[config.mk]
export PLATFORM = sky130hd
export DESIGN_NAME = usb_bus_initiator
export DESIGN_NICKNAME = d
export VERILOG_FILES = /design/src/rtl/usb_bus_initiator_pkg.sv /design/src/rtl/usb_bus_initiator_timer.sv /design/src/rtl/usb_bus_initiator.sv
export SDC_FILE = /design/constraint.sdc
export NUM_CORES = 1
export LEC_CHECK = 0
export BUFFER_PORTS_ARGS = -buffer_cell sky130_fd_sc_hd__buf_2
export CAP_MARGIN = 10
export CORE_MARGIN = 1
export CORE_UTILIZATION = 44
export CTS_CLUSTER_SIZE = 12
export DETAILED_ROUTE_END_ITERATION = 10
export GPL_ROUTABILITY_DRIVEN = 0
export PLACE_DENSITY = 0.8
export SLEW_MARGIN = 40
export SYNTH_ARGS = -nofsm -noshare
export SYNTH_HDL_FRONTEND = slang
export SYNTH_HIERARCHICAL = 1
export SYNTH_SLANG_ARGS = --single-unit
[constraint.sdc]
create_clock -name clk -period 4.43 [get_ports clk]
set_input_delay 0.2215 -clock clk [delete_from_list [all_inputs] [get_ports clk]]
set_output_delay 0.2215 -clock clk [all_outputs]
set_load 0.05 [all_outputs]
[src/rtl/usb_bus_initiator_pkg.sv]
// Shared definitions for the SAM3U-style parallel register bus initiator and its responder bench.
// Holds state encodings, default timing and the idle level of the four active-low control lines.
package usb_bus_initiator_pkg;

   localparam logic [2:0] S_IDLE   = 3'd0;
   localparam logic [2:0] S_ALE    = 3'd1;
   localparam logic [2:0] S_SETUP  = 3'd2;
   localparam logic [2:0] S_STROBE = 3'd3;
   localparam logic [2:0] S_HOLD   = 3'd4;
   localparam logic [2:0] S_DONE   = 3'd5;

   typedef enum logic [2:0] {
      ST_IDLE   = S_IDLE,
      ST_ALE    = S_ALE,
      ST_SETUP  = S_SETUP,
      ST_STROBE = S_STROBE,
      ST_HOLD   = S_HOLD,
      ST_DONE   = S_DONE
   } state_t;

   localparam int DEF_ALE_CYCLES    = 2;
   localparam int DEF_SETUP_CYCLES  = 1;
   localparam int DEF_STROBE_CYCLES = 3;
   localparam int DEF_HOLD_CYCLES   = 1;
   localparam int DEF_CNT_W         = 4;

   // Bit order {alen, cen, rdn, wrn}
   localparam logic [3:0] BUS_IDLE = 4'b1111;

   function automatic logic in_burst(input state_t st);
      return (st == ST_SETUP) || (st == ST_STROBE) || (st == ST_HOLD);
   endfunction

endpackage

[src/rtl/usb_bus_initiator_timer.sv]
// Loadable down-counter shared by all timed bus phases; expired_o is high once the count reaches zero.
module usb_bus_initiator_timer #(
   parameter int CNT_W = 4
) (
   input  logic             clk,
   input  logic             reset_n,
   input  logic             load_i,
   input  logic [CNT_W-1:0] load_val_i,
   output logic             expired_o
);

   logic [CNT_W-1:0] cnt_q;

   // Count register: load on phase entry, otherwise count down and park at zero
   always_ff @(posedge clk or negedge reset_n) begin
      if (!reset_n) begin
         cnt_q <= {CNT_W{1'b0}};
      end else if (load_i) begin
         cnt_q <= load_val_i;
      end else if (cnt_q != {CNT_W{1'b0}}) begin
         cnt_q <= cnt_q - CNT_W'(1);
      end else begin
         cnt_q <= cnt_q;
      end
   end

   assign expired_o = (cnt_q == {CNT_W{1'b0}});

endmodule

[src/rtl/usb_bus_initiator.sv]
// Burst initiator for the 8-bit parallel register bus: address latch, chip enable and per-byte strobes.
// All outputs are registered and decoded from the next state, so bus pins never see input glitches.
module usb_bus_initiator
   import usb_bus_initiator_pkg::*;
#(
   parameter int ALE_CYCLES    = DEF_ALE_CYCLES,
   parameter int SETUP_CYCLES  = DEF_SETUP_CYCLES,
   parameter int STROBE_CYCLES = DEF_STROBE_CYCLES,
   parameter int HOLD_CYCLES   = DEF_HOLD_CYCLES,
   parameter int CNT_W         = DEF_CNT_W
) (
   input  logic        clk,
   input  logic        reset_n,
   input  logic        cmd_valid,
   output logic        cmd_ready,
   input  logic        cmd_write,
   input  logic [7:0]  cmd_addr,
   input  logic [15:0] cmd_len,
   input  logic [7:0]  wr_data,
   input  logic        wr_valid,
   output logic        wr_ready,
   output logic [7:0]  rd_data,
   output logic        rd_valid,
   input  logic        rd_ready,
   output logic        done,
   output logic [7:0]  bus_addr,
   output logic [7:0]  bus_data_o,
   output logic        bus_data_oe,
   input  logic [7:0]  bus_data_i,
   output logic        bus_alen,
   output logic        bus_cen,
   output logic        bus_rdn,
   output logic        bus_wrn
);

   state_t      state_q, state_d;
   logic        wr_q;
   logic [15:0] rem_q, rem_d;
   logic [3:0]  ctl_q, ctl_d;
   logic [7:0]  bus_addr_q, bus_addr_d;
   logic [7:0]  bus_data_o_q, bus_data_o_d;
   logic        oe_q, oe_d;
   logic [7:0]  rd_data_q, rd_data_d;
   logic        rd_valid_q, rd_valid_d;
   logic        wr_ready_q, done_q, cmd_ready_q;
   logic        take_cmd_s, take_wr_s, end_strobe_s;
   logic        tmr_load_s, tmr_expired_s;
   logic [CNT_W-1:0] tmr_val_s;

   usb_bus_initiator_timer #(.CNT_W(CNT_W)) u_timer (
      .clk        (clk),
      .reset_n    (reset_n),
      .load_i     (tmr_load_s),
      .load_val_i (tmr_val_s),
      .expired_o  (tmr_expired_s)
   );

   // Next-state logic and the strobes that qualify data movement
   always_comb begin
      state_d      = state_q;
      take_cmd_s   = 1'b0;
      take_wr_s    = 1'b0;
      end_strobe_s = 1'b0;
      case (state_q)
         ST_IDLE: begin
            if (cmd_valid && cmd_ready_q) begin
               take_cmd_s = 1'b1;
               state_d    = (cmd_len == 16'd0) ? ST_DONE : ST_ALE;
            end else begin
               state_d = ST_IDLE;
            end
         end
         ST_ALE: begin
            state_d = tmr_expired_s ? ST_SETUP : ST_ALE;
         end
         ST_SETUP: begin
            if (tmr_expired_s && (!wr_q || wr_valid)) begin
               take_wr_s = wr_q;
               state_d   = ST_STROBE;
            end else begin
               state_d = ST_SETUP;
            end
         end
         ST_STROBE: begin
            end_strobe_s = tmr_expired_s;
            state_d      = tmr_expired_s ? ST_HOLD : ST_STROBE;
         end
         ST_HOLD: begin
            // A read byte must be consumed before the next strobe may overwrite it
            if (tmr_expired_s && (wr_q || !rd_valid_q || rd_ready)) begin
               state_d = (rem_q != 16'd0) ? ST_SETUP : ST_DONE;
            end else begin
               state_d = ST_HOLD;
            end
         end
         ST_DONE: begin
            state_d = ST_IDLE;
         end
         default: begin
            state_d = ST_IDLE;
         end
      endcase
   end

   // Timer reload on every phase change, with the phase length minus one
   always_comb begin
      tmr_load_s = (state_d != state_q);
      case (state_d)
         ST_ALE:    tmr_val_s = CNT_W'(ALE_CYCLES - 1);
         ST_SETUP:  tmr_val_s = CNT_W'(SETUP_CYCLES - 1);
         ST_STROBE: tmr_val_s = CNT_W'(STROBE_CYCLES - 1);
         ST_HOLD:   tmr_val_s = CNT_W'(HOLD_CYCLES - 1);
         default:   tmr_val_s = {CNT_W{1'b0}};
      endcase
   end

   // Output and datapath next values
   always_comb begin
      ctl_d = {~(state_d == ST_ALE),
               ~in_burst(state_d),
               ~((state_d == ST_STROBE) && !wr_q),
               ~((state_d == ST_STROBE) && wr_q)};
      oe_d         = wr_q && in_burst(state_d);
      bus_addr_d   = (take_cmd_s && (cmd_len != 16'd0)) ? cmd_addr : bus_addr_q;
      bus_data_o_d = take_wr_s ? wr_data : bus_data_o_q;
      rem_d        = take_cmd_s ? cmd_len : (end_strobe_s ? rem_q - 16'd1 : rem_q);
      rd_data_d    = (end_strobe_s && !wr_q) ? bus_data_i : rd_data_q;
      if (end_strobe_s && !wr_q) begin
         rd_valid_d = 1'b1;
      end else if (rd_valid_q && rd_ready) begin
         rd_valid_d = 1'b0;
      end else begin
         rd_valid_d = rd_valid_q;
      end
   end

   // State and registered outputs; reset forces the bus to idle levels at once
   always_ff @(posedge clk or negedge reset_n) begin
      if (!reset_n) begin
         state_q      <= ST_IDLE;
         wr_q         <= 1'b0;
         rem_q        <= 16'd0;
         ctl_q        <= BUS_IDLE;
         oe_q         <= 1'b0;
         bus_addr_q   <= 8'd0;
         bus_data_o_q <= 8'd0;
         rd_data_q    <= 8'd0;
         rd_valid_q   <= 1'b0;
         wr_ready_q   <= 1'b0;
         done_q       <= 1'b0;
         cmd_ready_q  <= 1'b0;
      end else begin
         state_q      <= state_d;
         wr_q         <= take_cmd_s ? cmd_write : wr_q;
         rem_q        <= rem_d;
         ctl_q        <= ctl_d;
         oe_q         <= oe_d;
         bus_addr_q   <= bus_addr_d;
         bus_data_o_q <= bus_data_o_d;
         rd_data_q    <= rd_data_d;
         rd_valid_q   <= rd_valid_d;
         wr_ready_q   <= take_wr_s;
         done_q       <= (state_d == ST_DONE);
         cmd_ready_q  <= (state_d == ST_IDLE);
      end
   end

   assign {bus_alen, bus_cen, bus_rdn, bus_wrn} = ctl_q;
   assign bus_data_oe = oe_q;
   assign bus_addr    = bus_addr_q;
   assign bus_data_o  = bus_data_o_q;
   assign rd_data     = rd_data_q;
   assign rd_valid    = rd_valid_q;
   assign wr_ready    = wr_ready_q;
   assign done        = done_q;
   assign cmd_ready   = cmd_ready_q;

endmodule
-- Yosys cells after proc, flatten, opt, wreduce, memory -nomap -nowiden
Cells that the tools add are included.
- input bits: 46
- register bits after elaboration: 57
- output and inout bits: 33
- logic and storage cells: 75
- bitwise operators: 4
- add/subtract/negate cells: 2
- equality and inequality tests: 10
- multiplexer cells: 20
- reduce and logical (&&, ||, !) cells: 26
- operators with widths (operator ; count):
    two-way mux 16 bit ; 2
    nonzero test 16 bit ; 2
    zero test 16 bit ; 1
    subtractor 16 x 1 -> 16 bit (second input constant) ; 1
    two-way mux 3 bit ; 5
    case mux 3 bit (5 select lines) ; 1
    equality test 3 x 2 -> 1 bit (second input constant) ; 4
    equality test 3 bit (second input constant) ; 3
    logical AND 1 bit ; 9
    two-way mux 1 bit ; 8
    two-way mux 4 bit ; 2
    equality test 3 x 1 -> 1 bit (second input constant) ; 2
    zero test 3 bit ; 2
    nonzero test 2 bit ; 3
    logical OR 1 bit ; 5
    zero test 4 bit ; 1
    inverter 1 bit ; 4
    case mux 2 bit (2 select lines) ; 1
    nonzero test 4 bit ; 1
    subtractor 4 x 1 -> 4 bit (second input constant) ; 1
    inequality test 3 bit ; 1
    zero test 1 bit ; 2
    two-way mux 2 bit ; 1

-- Logic depth before layout (Yosys ltp)
- depth after elaboration: 10
- gate-level depth with buffers: 12
- mapped depth without buffers: 11

-- Cells and area by module
The synthesis kept the hierarchy.
- by module, submodules not included (module ; cells each ; sequential area each (µm²) ; instances ; area an instance (µm²)):
    usb_bus_initiator ; 218 ; 1331.3 ; 1 ; 2447.3
    usb_bus_initiator_timer ; 22 ; 100.1 ; 1 ; 234.0

-- Least setup slack after synthesis
No wires, ideal clock.
- path type: flip-flop to flip-flop
- start: register rem_q[0]
- end: register u_timer.cnt_q[3]
- data arrival time: 2.644 ns
- stages on the path, launching flop included: 11
- buffers on the path: 1
- slack: 1.660 ns
- data required time: 4.304 ns
- library setup time: 0.126 ns
- period minus slack after synthesis: 2.770 ns
- path through: dfrtp_1 inv_1 ha_1 or3b_2 or4_4 nor3_2 o31ai_1 a32oi_1 clkbuf_1 nor3_1 a221o_1
- cells in the longest elaborated chain, start to end: 6
- elaborated cells between the ends (all ways): 7
- classes of those cells: eq/ne (1); mux (4); reduce/logical (2)
- RTL lines (what ; RTL line ; source):
    start: declaration ; usb_bus_initiator.sv:38 ; logic [15:0] rem_q, rem_d;
    start signal: assignment ; usb_bus_initiator.sv:155 ; rem_q <= rem_d;
    nonzero test 16 bit (*) ; usb_bus_initiator.sv:91 ; state_d = (rem_q != 16'd0) ? ST_SETUP : ST_DONE;
    two-way mux 3 bit (*) ; usb_bus_initiator.sv:91 ;
    two-way mux 3 bit (*) ; usb_bus_initiator.sv:90 ; if (tmr_expired_s && (wr_q || !rd_valid_q || rd_ready)) begin
    case mux 3 bit (5 select lines) (*) ; usb_bus_initiator.sv:64 ; case (state_q)
    inequality test 3 bit (*) ; usb_bus_initiator.sv:107 ; tmr_load_s = (state_d != state_q);
    via tmr_load_s ; usb_bus_initiator.sv:47 ; logic tmr_load_s, tmr_expired_s;
    two-way mux 4 bit / nonzero test 2 bit (equally long branches) ; n/a ;
    end signal: assignment ; usb_bus_initiator_timer.sv:17 ; cnt_q <= {CNT_W{1'b0}};
    end signal: assignment ; usb_bus_initiator_timer.sv:19 ; cnt_q <= load_val_i;
    end signal: assignment ; usb_bus_initiator_timer.sv:21 ; cnt_q <= cnt_q - CNT_W'(1);
    end: declaration ; usb_bus_initiator_timer.sv:12 ; logic [CNT_W-1:0] cnt_q;
Mark *: on every way through the listed nets, which the timed path passes. The rest lies on a longest branch.
A chain may end at the register's enable or synchronous reset.

-- Final worst setup path
- start: register u_timer.cnt_q[0]
- end: register u_timer.cnt_q[3]
- cells in the longest elaborated chain, start to end: 6
- elaborated cells between the ends (all ways): 14
- classes of those cells: add/sub (1); eq/ne (1); mux (7); reduce/logical (5)
- RTL lines (what ; RTL line ; source):
    zero test 4 bit (*) ; usb_bus_initiator_timer.sv:27 ; assign expired_o = (cnt_q == {CNT_W{1'b0}});
    via tmr_expired_s ; usb_bus_initiator.sv:47 ;
    logical AND 1 bit (on tied branches) ; usb_bus_initiator.sv:90, usb_bus_initiator.sv:77 ;
    two-way mux 3 bit / two-way mux 1 bit (equally long branches) ; usb_bus_initiator.sv:90, usb_bus_initiator.sv:77 ;
    case mux 3 bit (5 select lines) (*) ; usb_bus_initiator.sv:64 ;
    inequality test 3 bit (*) ; usb_bus_initiator.sv:107 ;
    via tmr_load_s ; usb_bus_initiator.sv:47 ;
    two-way mux 4 bit / nonzero test 2 bit (equally long branches) ; n/a ;
Mark *: on every way through the listed nets, which the timed path passes. The rest lies on a longest branch. The select of a mux whose other input is x is not followed.

==> metrics.md <==
| Metric | Value |
|---|---|
| Run status | finished, final reports clean |
| Detail-routed net length per standard cell | 14.4 um |
| Clk Latency, worst-skew pair | 0.33 ns |
| Final wirelength | between 5000 and 6000 um |
| Die width | 80.1 um |
| Pre-CTS worst setup slack | 1.37 ns |
| Top area cells in the synthesized netlist | sky130_fd_sc_hd__dfrtp_1 (49%), sky130_fd_sc_hd__mux2_2 (10%), sky130_fd_sc_hd__nand2_1 (4.1%) |
| Layout Area Growth over Synthesis | 26.6% |
| Sum of negative setup slack | 0 ns |
| Maximum level of the CTS H-tree | 3 |
| Detailed-route via count | roughly 2200 |
| Register-to-Register Setup Slack | 1.30 ns |
| Hold crit path type | in2async |
| Arrival time at the worst endpoint | 3.35 ns |
| Post-route setup slack | between 1 and 1.5 ns |
| Post-synth top cells | sky130_fd_sc_hd__dfrtp_1 (53), sky130_fd_sc_hd__nand2_1 (29), sky130_fd_sc_hd__mux2_2 (25) |
| Antenna violations before repair | 0 |
| Ys async rst share | 100% |
| Maximum buffer depth of the clock tree | 2 |
| Internal power contribution | 0.00161 W |
| Area enclosed by the die boundary | 6410 um2 |
| Remaining global-route overflow | 0 |
| Antenna diode instance count | 0 |
| ANT nets after route | 0 |
| Type of the worst setup path | reg2reg |
| Reg power frac | around a third |
| Mean Syn Cell Area | 11.2 um2 |
| CTS root buf | sky130_fd_sc_hd__clkbuf_8 |
| Placed cell areas | around 3100 um2 |
| WP data required | 4.64 ns |
| Fmax | 319 MHz |
| DR vias/cell | 5.46 |
| Share of the synthesized area in the top cell type | 49.5% |
| Std-Cell Rows | 28 |
| Non-Filler Cell Area, Final | 3390 um2 |
| Inserted Clock Buffers | 9 |
| Die Ht | 80.1 um |
| Combinational power share | 46.3% |
| Global-route wire length before repair | around 9600 um |
| Worst-case vdd ir drop | 0.403 mV |
| Total global routing track utilization | between 10% and 20% |
| Final setup violation count | 0 |
| Unrepaired setup endpoints after global routing | no |
| Pin count of the biggest net entering global routing | 58 |
| Post-CTS repair timing setup buffer count | 0 |
| Sequential-to-total area share from yosys stat | a little over half |
| Most common cell in the synthesized netlist | sky130_fd_sc_hd__dfrtp_1 |
| Top cell type by total area after synthesis | sky130_fd_sc_hd__dfrtp_1 |
| Post-CTS resize count | 0 |
| Crit Path Max Fanout | 14 |
| Max-slew headroom | a little over half |
| Unique masters post-synth | 51 |
| Worst hold slack | 0.0176 ns |
| Max_cap viols | 0 |
| Nets@finish | around 370 |
| Post-route fraction of the period consumed by the critical path | 70.8% |
| Critical Path Source Type | flop |
| Final hold violation count | 0 |
| Synthesized flop and latch total | 57 |
| Clock transition at the registers of the reported paths | around 0.070 ns |
| Leakage power | 1.56 nW |
| Sw power | 0.00128 W |
| Gate Count Post-Synth | 240 |
| Warnings, synthesis | 6 |
| TritonCTS sink count | between 50 and 60 |
| Placed wire-length estimate after detailed placement | between 4000 and 5000 um |
| Launch point of the worst reg-to-reg path | u_timer/cnt_q[0]$_DFFE_PN0P_ |
| Buffers added on ports | 78 |
| Hold bufs inserted after CTS | 0 |
| Switching Fraction | 44.3% |
| Number of global-route vias before repair | between 2000 and 2500 |
| Count of cells along the worst register-to-register path | 10 |
| First DRT Iteration DRCs | 131 |
| Total power density per cell area | about 850 nW/um2 |
| Top-level I/O count | 79 |
| Number of synthesized flops with an enable pin | 0 |
| Least-Margin Pin Slew | 0.717 ns |
| Clock period minus final worst setup slack | 3.13 ns |
| Post-synth design cell area | around 2700 um2 |
| Final Power | ~0.0029 W |
| DRC violation count after routing | 0 |
| Share of final-layout standard cells stronger than drive strength 1 | 41.8% |
| Capture point of the worst reg-to-reg path | u_timer/cnt_q[3]$_DFFE_PN0P_ |
| Initial core utilization | 45.6% |
| Clock power frac | around 21% |
| Worst clock skew | 0.00876 ns |
| Fin. max-slew vios | 0 |
| Crit end category | flop |
| First-pass DRT Iterations | 4 |
| Core outline area | just under 6000 um2 |
| CTS tree | built |
| Most instantiated flip-flop cell in the synthesis netlist | sky130_fd_sc_hd__dfrtp_1 |
layout by cell type, fill, tap and decap left out, types with 2 or more instances in the layout:
| cell type | n |
|---|---|
| sky130_fd_sc_hd__a21oi_1 | 4 |
| sky130_fd_sc_hd__a221o_1 | 7 |
| sky130_fd_sc_hd__buf_2 | 78 |
| sky130_fd_sc_hd__buf_4 | 2 |
| sky130_fd_sc_hd__bufinv_16 | 3 |
| sky130_fd_sc_hd__clkbuf_8 | 10 |
| sky130_fd_sc_hd__conb_1 | 2 |
| sky130_fd_sc_hd__dfrtp_1 | 53 |
| sky130_fd_sc_hd__dfstp_2 | 4 |
| sky130_fd_sc_hd__ha_1 | 2 |
| sky130_fd_sc_hd__inv_1 | 6 |
| sky130_fd_sc_hd__mux2_2 | 25 |
| sky130_fd_sc_hd__mux2i_1 | 2 |
| sky130_fd_sc_hd__nand2_1 | 29 |
| sky130_fd_sc_hd__nand2b_1 | 4 |
| sky130_fd_sc_hd__nand3_1 | 3 |
| sky130_fd_sc_hd__nand4_1 | 2 |
| sky130_fd_sc_hd__nor2_1 | 12 |
| sky130_fd_sc_hd__nor2b_1 | 3 |
| sky130_fd_sc_hd__nor3_1 | 6 |
| sky130_fd_sc_hd__nor3_2 | 2 |
| sky130_fd_sc_hd__nor3b_1 | 2 |
| sky130_fd_sc_hd__nor4_1 | 7 |
| sky130_fd_sc_hd__o211ai_1 | 6 |
| sky130_fd_sc_hd__o21ai_0 | 10 |
| sky130_fd_sc_hd__o22ai_1 | 2 |
| sky130_fd_sc_hd__o311ai_0 | 5 |
| sky130_fd_sc_hd__or3_1 | 4 |
| sky130_fd_sc_hd__or3b_2 | 2 |
| sky130_fd_sc_hd__or4_1 | 3 |
| sky130_fd_sc_hd__or4_4 | 3 |
per-layer routing:
| metal | GRT usage [%] | share of wire [%] |
|---|---|---|
| met1 | 24.0 | 43 |
| met4 | 9.64 | 1.2 |
| met3 | 6.02 | 5.7 |
| met5 | 0 | 0 |
| met2 | 32.1 | 50 |
state kept, by name (all words and copies together), names as in the netlist, 3 cells and up:
signal	cells
bus_addr	8
bus_data_o	8
ctl_q	4
rd_data	8
rem_q	16
state_q	3
u_timer/cnt_q	4
power by group through the flow:
stage	clock network (W)	registers (W)	logic, W
floorplan	0	0.00139	0.000609
global placement	0	0.000947	0.00131
detailed placement	0	0.000963	0.00134
CTS	0.000607	0.000957	0.00134
global route	0.000635	0.000995	0.00144
finish	0.000591	0.000958	0.00133
cell type report:
type / instances / area [um2]
Timing Repair Buffer: 80 / 405
Multi-Input combinational cell: 168 / 1190
Inverter: 7 / 26.3
Clock buffer: 11 / 141
Fill cell: 514 / 2490
Clock inverter: 5 / 103
Tap cell: 75 / 93.8
Sequential cell: 57 / 1430
worst max-delay path by stage:
stage                                 start                      endpoint  slack (ns)  cells after the start
3_5_place_dp   u_timer/cnt_q[0]$_DFFE_PN0P_  u_timer/cnt_q[3]$_DFFE_PN0P_        1.37                     10
4_1_cts        u_timer/cnt_q[0]$_DFFE_PN0P_  u_timer/cnt_q[3]$_DFFE_PN0P_        1.35                     10
3_3_place_gp           rem_q[0]$_DFFE_PN0P_  u_timer/cnt_q[3]$_DFFE_PN0P_        1.50                      9
5_1_grt        u_timer/cnt_q[0]$_DFFE_PN0P_  u_timer/cnt_q[3]$_DFFE_PN0P_        1.12                     10
2_1_floorplan          rem_q[0]$_DFFE_PN0P_  u_timer/cnt_q[3]$_DFFE_PN0P_        1.66                     10
6_report       u_timer/cnt_q[0]$_DFFE_PN0P_  u_timer/cnt_q[3]$_DFFE_PN0P_        1.30                     10
worst max-delay path: stages, from the launching register on:
cell and delay, ns:
sky130_fd_sc_hd__dfrtp_1 0.38, sky130_fd_sc_hd__inv_1 0.09, sky130_fd_sc_hd__ha_1 0.22, sky130_fd_sc_hd__nor3b_4 0.40
sky130_fd_sc_hd__nand2_1 0.16, sky130_fd_sc_hd__or2_2 0.45, sky130_fd_sc_hd__o21ai_0 0.20, sky130_fd_sc_hd__nor2_1 0.12
sky130_fd_sc_hd__a32oi_1 0.51, sky130_fd_sc_hd__nor3_1 0.13, sky130_fd_sc_hd__a221o_1 0.34
metrics by stage:
stage               util [%]  cells
finish                  57.7    403
global route            57.7    403
floorplan                  -    241
CTS                     57.7    403
global placement        53.5    387
detailed placement      53.5    387
cells by family (layout without fill, tap and decap cells):
logic type | Yosys count | count (layout) | share of synthesized area, %
adder cells (fa/ha/maj) | 2 | 2 | 0.933
AO/OA/AOI/OAI | 46 | 46 | 12.6
XOR/XNOR | 2 | 2 | 0.653
AND/OR/NAND/NOR | 89 | 89 | 18.8
multiplexers | 27 | 27 | 11.2
other | 1 | 2 | 0.140
buffers and inverters | 16 | 103 | 2.29
flip-flops | 57 | 57 | 53.4
(Power assumes the default switching activity.)
